<file path="src/rtl/thermo_frame_decoder_pkg.sv">
// rtl/thermo_frame_decoder_pkg.sv - shared constants and lock-state encoding
// Purpose: frame geometry and lock FSM state encoding used by the decoder
//          and its frame index counter.
package thermo_frame_decoder_pkg;

  localparam int FRAME_LEN = 8;
  localparam int IDX_W     = 3;

  typedef enum logic [1:0] {
    ST_UNLOCKED = 2'd0,
    ST_TRACK    = 2'd1,
    ST_LOCKED   = 2'd2
  } lock_state_t;

endpackage

</file>
<file path="src/rtl/thermo_frame_decoder_frame_idx_counter.sv">
// rtl/thermo_frame_decoder_frame_idx_counter.sv - bit index counter within a frame
// Purpose: counts enabled samples 0..FRAME_LEN-1 and wraps.
// Ports:
//   clk       rising-edge clock
//   reset     asynchronous active-low reset
//   en        advance the index on this edge
//   idx       index of the bit sampled at the next enabled edge
//   frame_end high while idx is the last bit of the frame
module frame_idx_counter
  import thermo_frame_decoder_pkg::*;
(
  input  logic             clk,
  input  logic             reset,
  input  logic             en,
  output logic [IDX_W-1:0] idx,
  output logic             frame_end
);

  always_ff @(posedge clk or negedge reset) begin
    if (!reset) begin
      idx <= '0;
    end else if (en) begin
      idx <= idx + 1'b1;
    end
  end

  assign frame_end = (idx == IDX_W'(FRAME_LEN - 1));

endmodule

</file>
<file path="src/rtl/thermo_frame_decoder.sv">
// rtl/thermo_frame_decoder.sv - serial thermometer frame decoder with lock tracking
// Purpose: decodes 8-bit serial thermometer frames into a 3-bit select value,
//          flags coding violations and reports lock on repeated values.
// Ports:
//   clk    rising-edge clock
//   reset  asynchronous active-low reset
//   din    serial frame bit, bit index 0 first
//   en     sample enable; 0 freezes all frame state
//   s_out  last decoded select value
//   valid  one-cycle pulse when s_out was updated by a good frame
//   err    one-cycle pulse when a frame broke thermometer coding
//   locked high while the last two frames were good and equal
module thermo_frame_decoder
  import thermo_frame_decoder_pkg::*;
(
  input  logic       clk,
  input  logic       reset,
  input  logic       din,
  input  logic       en,
  output logic [2:0] s_out,
  output logic       valid,
  output logic       err,
  output logic       locked
);

  logic [IDX_W-1:0] idx;
  logic             frame_end;
  logic             frame_start;

  logic [3:0]  ones, ones_base, ones_next;
  logic        seen_zero, zero_base, zero_next;
  logic        violation, viol_base, viol_next;
  logic [2:0]  decoded;

  lock_state_t state, state_next;
  logic        valid_next, err_next;
  logic [2:0]  s_out_next;

  frame_idx_counter u_idx (
    .clk       (clk),
    .reset     (reset),
    .en        (en),
    .idx       (idx),
    .frame_end (frame_end)
  );

  assign frame_start = (idx == '0);

  // Per-frame accumulators restart on the idx-0 sample rather than being
  // cleared at frame end, so the final sample is folded in combinationally.
  always_comb begin
    ones_base = frame_start ? 4'd0 : ones;
    zero_base = frame_start ? 1'b0 : seen_zero;
    viol_base = frame_start ? 1'b0 : violation;
    ones_next = ones_base + {3'b000, din};
    zero_next = zero_base | ~din;
    viol_next = viol_base | (frame_start & ~din) | (din & zero_base);
    // A good frame always has at least one 1, so ones_next >= 1 here.
    decoded   = 3'(ones_next - 4'd1);
  end

  // s_out doubles as the tracked value: it always holds the last good frame,
  // and any bad frame drops the FSM back to UNLOCKED.
  always_comb begin
    state_next = state;
    valid_next = 1'b0;
    err_next   = 1'b0;
    s_out_next = s_out;
    if (en && frame_end) begin
      if (viol_next) begin
        err_next   = 1'b1;
        state_next = ST_UNLOCKED;
      end else begin
        valid_next = 1'b1;
        s_out_next = decoded;
        case (state)
          ST_UNLOCKED: state_next = ST_TRACK;
          ST_TRACK,
          ST_LOCKED:   state_next = (decoded == s_out) ? ST_LOCKED : ST_TRACK;
          default:     state_next = ST_UNLOCKED;
        endcase
      end
    end
  end

  always_ff @(posedge clk or negedge reset) begin
    if (!reset) begin
      ones      <= '0;
      seen_zero <= 1'b0;
      violation <= 1'b0;
    end else if (en) begin
      ones      <= ones_next;
      seen_zero <= zero_next;
      violation <= viol_next;
    end
  end

  always_ff @(posedge clk or negedge reset) begin
    if (!reset) begin
      state  <= ST_UNLOCKED;
      s_out  <= '0;
      valid  <= 1'b0;
      err    <= 1'b0;
      locked <= 1'b0;
    end else begin
      state  <= state_next;
      s_out  <= s_out_next;
      valid  <= valid_next;
      err    <= err_next;
      locked <= (state_next == ST_LOCKED);
    end
  end

endmodule
</file>
<file path="config.mk">
export PLATFORM = sky130hd
export DESIGN_NAME = thermo_frame_decoder
export DESIGN_NICKNAME = d
export VERILOG_FILES = /design/src/rtl/thermo_frame_decoder_pkg.sv /design/src/rtl/thermo_frame_decoder_frame_idx_counter.sv /design/src/rtl/thermo_frame_decoder.sv
export SDC_FILE = /design/constraint.sdc
export NUM_CORES = 1
export LEC_CHECK = 0
export BUFFER_PORTS_ARGS = -buffer_cell sky130_fd_sc_hd__clkbuf_2
export CAP_MARGIN = 20
export CORE_MARGIN = 3
export CORE_UTILIZATION = 60
export CTS_CLUSTER_SIZE = 16
export DETAILED_ROUTE_END_ITERATION = 10
export PLACE_DENSITY = 0.91
export SYNTH_ARGS = -nofsm -noshare
export SYNTH_HDL_FRONTEND = slang
export SYNTH_SLANG_ARGS = --single-unit
</file>
<file path="constraint.sdc">
create_clock -name clk -period 6.34 [get_ports clk]
set_input_delay 0.634 -clock clk [delete_from_list [all_inputs] [get_ports clk]]
set_output_delay 0.634 -clock clk [all_outputs]
set_load 0.005 [all_outputs]
</file>
# After elaboration in Yosys (flattened, before gate mapping)
# Cells that the tools add are included.
word_totals:
  memories: 0
  elab_cells: 40
  input_bits: 4
  ram_bits: 0
  reg_bits: 17
  romBits: 0
  latch_bits: 0
op_classes:
  n_lt_le_gt_ge: 0
  div_mod_pow: 0
  mul: 0
  reduce_logical: 5
  addsub: 3
  n_eq_ne: 5
  mux: 11
  shifts: 0
  bitwise: 7
ops:
  columns: ["operator", "count"]
  rows:
  - ["two-way mux 1 bit", 6]
  - ["two-way mux 2 bit", 3]
  - ["adder 4 x 1 -> 4 bit", 1]
  - ["equality test 2 bit (second input constant)", 2]
  - ["two-way mux 4 bit", 1]
  - ["case mux 2 bit (2 select lines)", 1]
  - ["adder 3 x 1 -> 3 bit (second input constant)", 1]
  - ["equality test 3 bit", 1]
  - ["equality test 3 bit (second input constant)", 1]
  - ["zero test 3 bit", 1]
  - ["bitwise OR 1 bit", 3]
  - ["subtractor 3 x 1 -> 3 bit (second input constant)", 1]
  - ["bitwise AND 1 bit", 2]
  - ["equality test 2 x 1 -> 1 bit (second input constant)", 1]
  - ["zero test 2 bit", 1]
  - ["NOT 1 bit", 2]
  - ["AND reduction 2 bit", 1]
  - ["OR reduction 2 bit", 1]
  - ["logical AND 1 bit", 1]

# Depth between registers and ports, before layout
logic_depth:
  ltp_word: 10
  ltp_mapped: 11
  mapped_depth_nobuf: 10

# Cells and area by module
# From an unflattened synthesis, not the netlist that was laid out.
unflattened:
  cells_unflattened: 72
  hier_area_um2: 888.4
by_module_without_submodules:
  columns: ["module", "seq_area_each_um2", "n_inst", "area_each_um2", "cells_per_inst"]
  rows:
  - ["thermo_frame_decoder", 325.3, 1, 757.0, 64]
  - ["frame_idx_counter", 75.1, 1, 131.4, 8]

# Worst setup path before layout
# No wires, ideal clock.
synth_path:
  path_kind: "register to register"
  startpoint: "reg u_idx.idx[0]"
  endpoint: "reg state[0]"
  path_slack_ns: 4.094
  setup_time_ns: 0.120
  n_path_buf: 1
  required_time_ns: 6.220
  arrival_time_ns: 2.126
  path_stages_with_launch: 12
  path_cell_list: "dfrtp_1 > inv_1 > ha_1 > nand2b_4 > buf_6 > and3_1 > ha_1 > xnor2_1 > a21o_1 > nand4_1 > or3_4 > a41o_1"
synth_between:
  elab_chain_cells: 9
  word_cells_on_any_way: 17
  cone_classes: "add/sub (2); eq/ne (2); mux (7); bitwise (4); reduce/logical (2)"
synth_rtl:
  columns: ["element", "line_no", "rtl"]
  rows:
  - ["start: declaration", "thermo_frame_decoder_frame_idx_counter.sv:15", "output logic [IDX_W-1:0] idx,"]
  - ["start signal: assignment", "thermo_frame_decoder_frame_idx_counter.sv:23", "idx <= idx + 1'b1;"]
  - ["zero test 3 bit", "thermo_frame_decoder.sv:47", "assign frame_start = (idx == '0);"]
  - ["two-way mux 4 bit", "thermo_frame_decoder.sv:52", "ones_base = frame_start ? 4'd0 : ones;"]
  - ["adder 4 x 1 -> 4 bit", "thermo_frame_decoder.sv:55", "ones_next = ones_base + {3'b000, din};"]
  - ["subtractor 3 x 1 -> 3 bit", "thermo_frame_decoder.sv:59", "decoded = 3'(ones_next - 4'd1);"]
  - ["equality test 3 bit", "thermo_frame_decoder.sv:79", "ST_LOCKED: state_next = (decoded == s_out) ? ST_LOCKED : ST_TRACK;"]
  - ["two-way mux 2 bit", "thermo_frame_decoder.sv:79", null]
  - ["case mux 2 bit (2 select lines)", "thermo_frame_decoder.sv:76", "case (state)"]
  - ["two-way mux 2 bit", "thermo_frame_decoder.sv:70", "if (viol_next) begin"]
  - ["two-way mux 2 bit (*)", "thermo_frame_decoder.sv:69", "if (en && frame_end) begin"]
  - ["via state_next[0]", "thermo_frame_decoder.sv:35", "lock_state_t state, state_next;"]
  - ["end signal: assignment", "thermo_frame_decoder.sv:106", "state <= state_next;"]
  - ["end: declaration", "thermo_frame_decoder.sv:35", null]
# Mark *: on every way through the listed nets, which the timed path passes. The rest lies on a longest branch.
# A chain may end at the register's enable or synchronous reset.

# Worst setup path in the final report
# Ends and elaborated chain as after synthesis.

==> summary.txt <==
Yosys
  – Largest area contributor in the netlist: dfrtp_1
  – Register area share after synthesis: ~45%
  – Top-count cell post-synth: dfrtp_1
  – Area contributors post-synth: dfrtp_1 45%, ha_1 8.4%, mux2_2 6.3%
  – Synth warn: 0
  – Syn Area/Cell: 11.06 µm²
  – Async SR Flop Fraction: 100.0%
  – Yosys reg bits: 16
  – Share of the synthesized area in the top cell type: 44.69%
  – Ys flop type: dfrtp_1
  – Cell variety after synth: 33
  – Post-synth EDFFs: 0
  – Syn Inst Count: 81
  – Syn nets: between 90 and 100
  – Commonest cells in the synthesized netlist: 16 x dfrtp_1, 7 x inv_1, 6 x ha_1
  – Mapped Area: 895.9 µm²

STA
  – RSZ-0062 raised after global routing: false
  – Max Clock Freq: between 400 and 500 MHz
  – Final-report max-slew violation count: 0
  – Final setup vio count: 0
  – Hold WS: around 0.25 ns
  – Setup ws final: between 3 and 4 ns
  – Clk_skew: approximately 0.0079 ns
  – Min Tclk post-route: 2.476 ns
  – Final hold vios: 0
  – Setup tns final: 0 ns
  – Slew headroom: about 64%
  – Fin crit share: approximately 40%
  – Worst slew pin tran: ~0.54 ns

Finish
  – Final Core Density: around 72%
  – Fin nets: a little over 100
  – Ant. Diodes: 0
  – Share of layout cells above drive strength 1: 26.37%
  – Layout area overhead: 7.961%

Worst setup path
  – CP Capture Type: flop
  – CP required: ~6.5 ns
  – Worst path cell trace: inv_1 -> ha_1 -> nand2b_4 -> and3_1 -> ha_1 -> xnor2_1 -> a21o_1 -> nand4_1 -> or3_4 -> a41o_1
  – WP data arrival: approximately 2.7 ns
  – Crit path kind: reg2reg
  – Largest stage delay on the critical path: 0.43 ns
  – Crit start category: flop
  – CP max-delay cell: dfrtp_1
  – Crit-path max FO: 9
  – CP dominant cell by count: ha_1

Placed design
  – Hpwl dp: between 1000 and 1500 µm
  – Pre-CTS setup slack: ~4.0 ns
  – Input/output buffers: 9
  – Routability congestion estimate: between 0.8 and 0.9

Clocking
  – Total CTS buffers: 3
  – Post-CTS Setup Bufs: 0
  – H-tree depth: 1
  – Longest Clk Path Bufs: 2
  – Clk sinks: 16
  – Root Driver: clkbuf_4
  – Post-CTS sizing: 0
  – CTS tree: done
  – Clock-pin slew on the worst setup and hold paths: 0.10 ns
  – Hold_buf cts: 0
  – Worst-Skew Late Latency: about 0.29 ns

Power and ir drop
  – Worst vdd ir: between 0.2 and 0.3 mV
  – Pint: 261.4 µW
  – Power Dens Cells: roughly 440 nW/µm²
  – Clk pwr share: between 10% and 20%
  – Switching component of the power: about 170 µW
  – Leak: about 0.48 nW
  – Sw Share: about two fifths
  – Flop pwr share: between 30% and 40%
  – Combinational share of power: about half

GRT
  – Largest net degree at the start of global routing: 17
  – Number of global-route vias before repair: between 500 and 600
  – Overflow after GRT: 0
  – First-pass GRT wire length: ~2600 µm
  – GRT Util Overall: between 10% and 20%
  – Initial antenna violation count: 0

Floorplan
  – Die boundary width: 44.64 µm
  – Die Ht: about 45 µm
  – Initial Utilization: 66.36%
  – Core area: ~1400 µm²
  – Die ar.: about 2000 µm²
  – Io pins: 10
  – Row count: 13

Detailed routing
  – DR pass1 iterations: 6
  – Routed Antenna Nets: 0
  – Drt total wl: around 1500 µm
  – Initial DRC count: 13
  – Residual DRC: 0
  – Via count: around 630
  – WL per Instance: approximately 14 µm
  – Via/cell ratio: 5.896

Run
  – Max Cap Viol: 0

Min path
  – Worst hold path class: in2async

Outcome
  – Status: completed
[through the flow]
stage               instance area (µm²)  power, mW  cells
floorplan                         895.9     0.3346     81
global placement                  944.7     0.3607    103
detailed placement                944.7     0.3741    103
CTS                               967.2     0.4298    106
global route                      967.2     0.4653    106
finish                            967.2     0.4285    106
[path summary, 6_finish.rpt]
check	start	to	slack (ns)	cells after the start
max	u_idx.idx[0]$_DFFE_PN0P_	state[0]$_DFF_PN0_	3.86	10
min	reset	u_idx.idx[2]$_DFFE_PN0P_	0.25	1
max reg2reg	u_idx.idx[0]$_DFFE_PN0P_	state[0]$_DFF_PN0_	3.86	10
min reg2reg	ones[1]$_DFFE_PN0P_	ones[1]$_DFFE_PN0P_	0.52	1
max in group asynchronous	reset	s_out[1]$_DFFE_PN0P_	5.80	1
min in group clk	ones[1]$_DFFE_PN0P_	ones[1]$_DFFE_PN0P_	0.52	1
[placed cells by master, fill, tap and decap left out]
master,n
a21boi_0,1
a21o_1,1
a21oi_1,5
a21oi_4,1
a311oi_2,1
a31oi_1,1
a41o_1,1
and2_1,1
and3_1,1
and3b_1,1
clkbuf_2,9
clkbuf_4,3
dfrtp_1,16
ha_1,6
inv_1,7
mux2_2,5
mux2i_1,1
nand2_1,5
nand2b_1,2
nand2b_4,1
nand3_1,2
nand4_1,1
nor2_1,3
nor2_2,1
nor2b_1,2
nor2b_4,1
nor3b_1,1
o211ai_2,1
o21ai_0,3
o41ai_1,1
or3_4,1
xnor2_1,3
xor2_1,2
[kinds of logic (layout without fill, tap and decap cells)]
family	after synthesis	in the layout	synth area share, %
AOI/OAI and AO/OA	16	16	13.83
xor gates and xnor gates	5	5	4.889
adders and majority gates	6	6	8.380
buffers and inverters	9	19	4.609
DFF	16	16	44.69
muxes	6	6	7.402
and+or+nand+nor	23	23	16.20
[worst max-delay path: cells and delay by family, from the launching register on]
family                   cells  cell delay, ns
AO/OA/AOI/OAI                2            0.41
XOR/XNOR                     1            0.29
adder cells (fa/ha/maj)      2            0.41
buffers and inverters        1            0.07
flip-flops                   1            0.43
AND/OR/NAND/NOR              4            0.76
[state kept, by name (all words and copies together) (netlist names)]
signal     count
seen_zero      1
valid          1
state          2
s_out          3
locked         1
u_idx.idx      3
ones           3
err            1
violation      1
[layout make-up]
| type | instances | area (µm²) |
|---|---|---|
| Multi-Input combinational cell | 56 | 454.2 |
| Timing Repair Buffer | 9 | 45.04 |
| Clock buffer | 3 | 22.52 |
| Tap cell | 15 | 18.77 |
| Fill cell | 95 | 382.9 |
| Sequential cell | 16 | 400.4 |
| Inverter | 7 | 26.28 |
[power by group through the flow]
stage          Clock, mW  Combinational [mW]  Sequential [mW]
2_1_floorplan          0               0.172            0.163
3_3_place_gp           0               0.194            0.166
3_5_place_dp           0               0.204            0.170
4_1_cts           0.0555               0.206            0.168
5_1_grt           0.0595               0.233            0.173
6_report          0.0545               0.206            0.168
[metal layers]
metal	global-route usage, %	part of all wire, %	routed length, µm	up-vias
met5	0	0	0	-
met4	12.05	2.4	36	0
met3	4.878	4.9	74	5
li1	-	-	-	302
met2	28.37	46	693	16
met1	23.64	47	714	302
No activity file was read; power rests on OpenSTA's default activity.
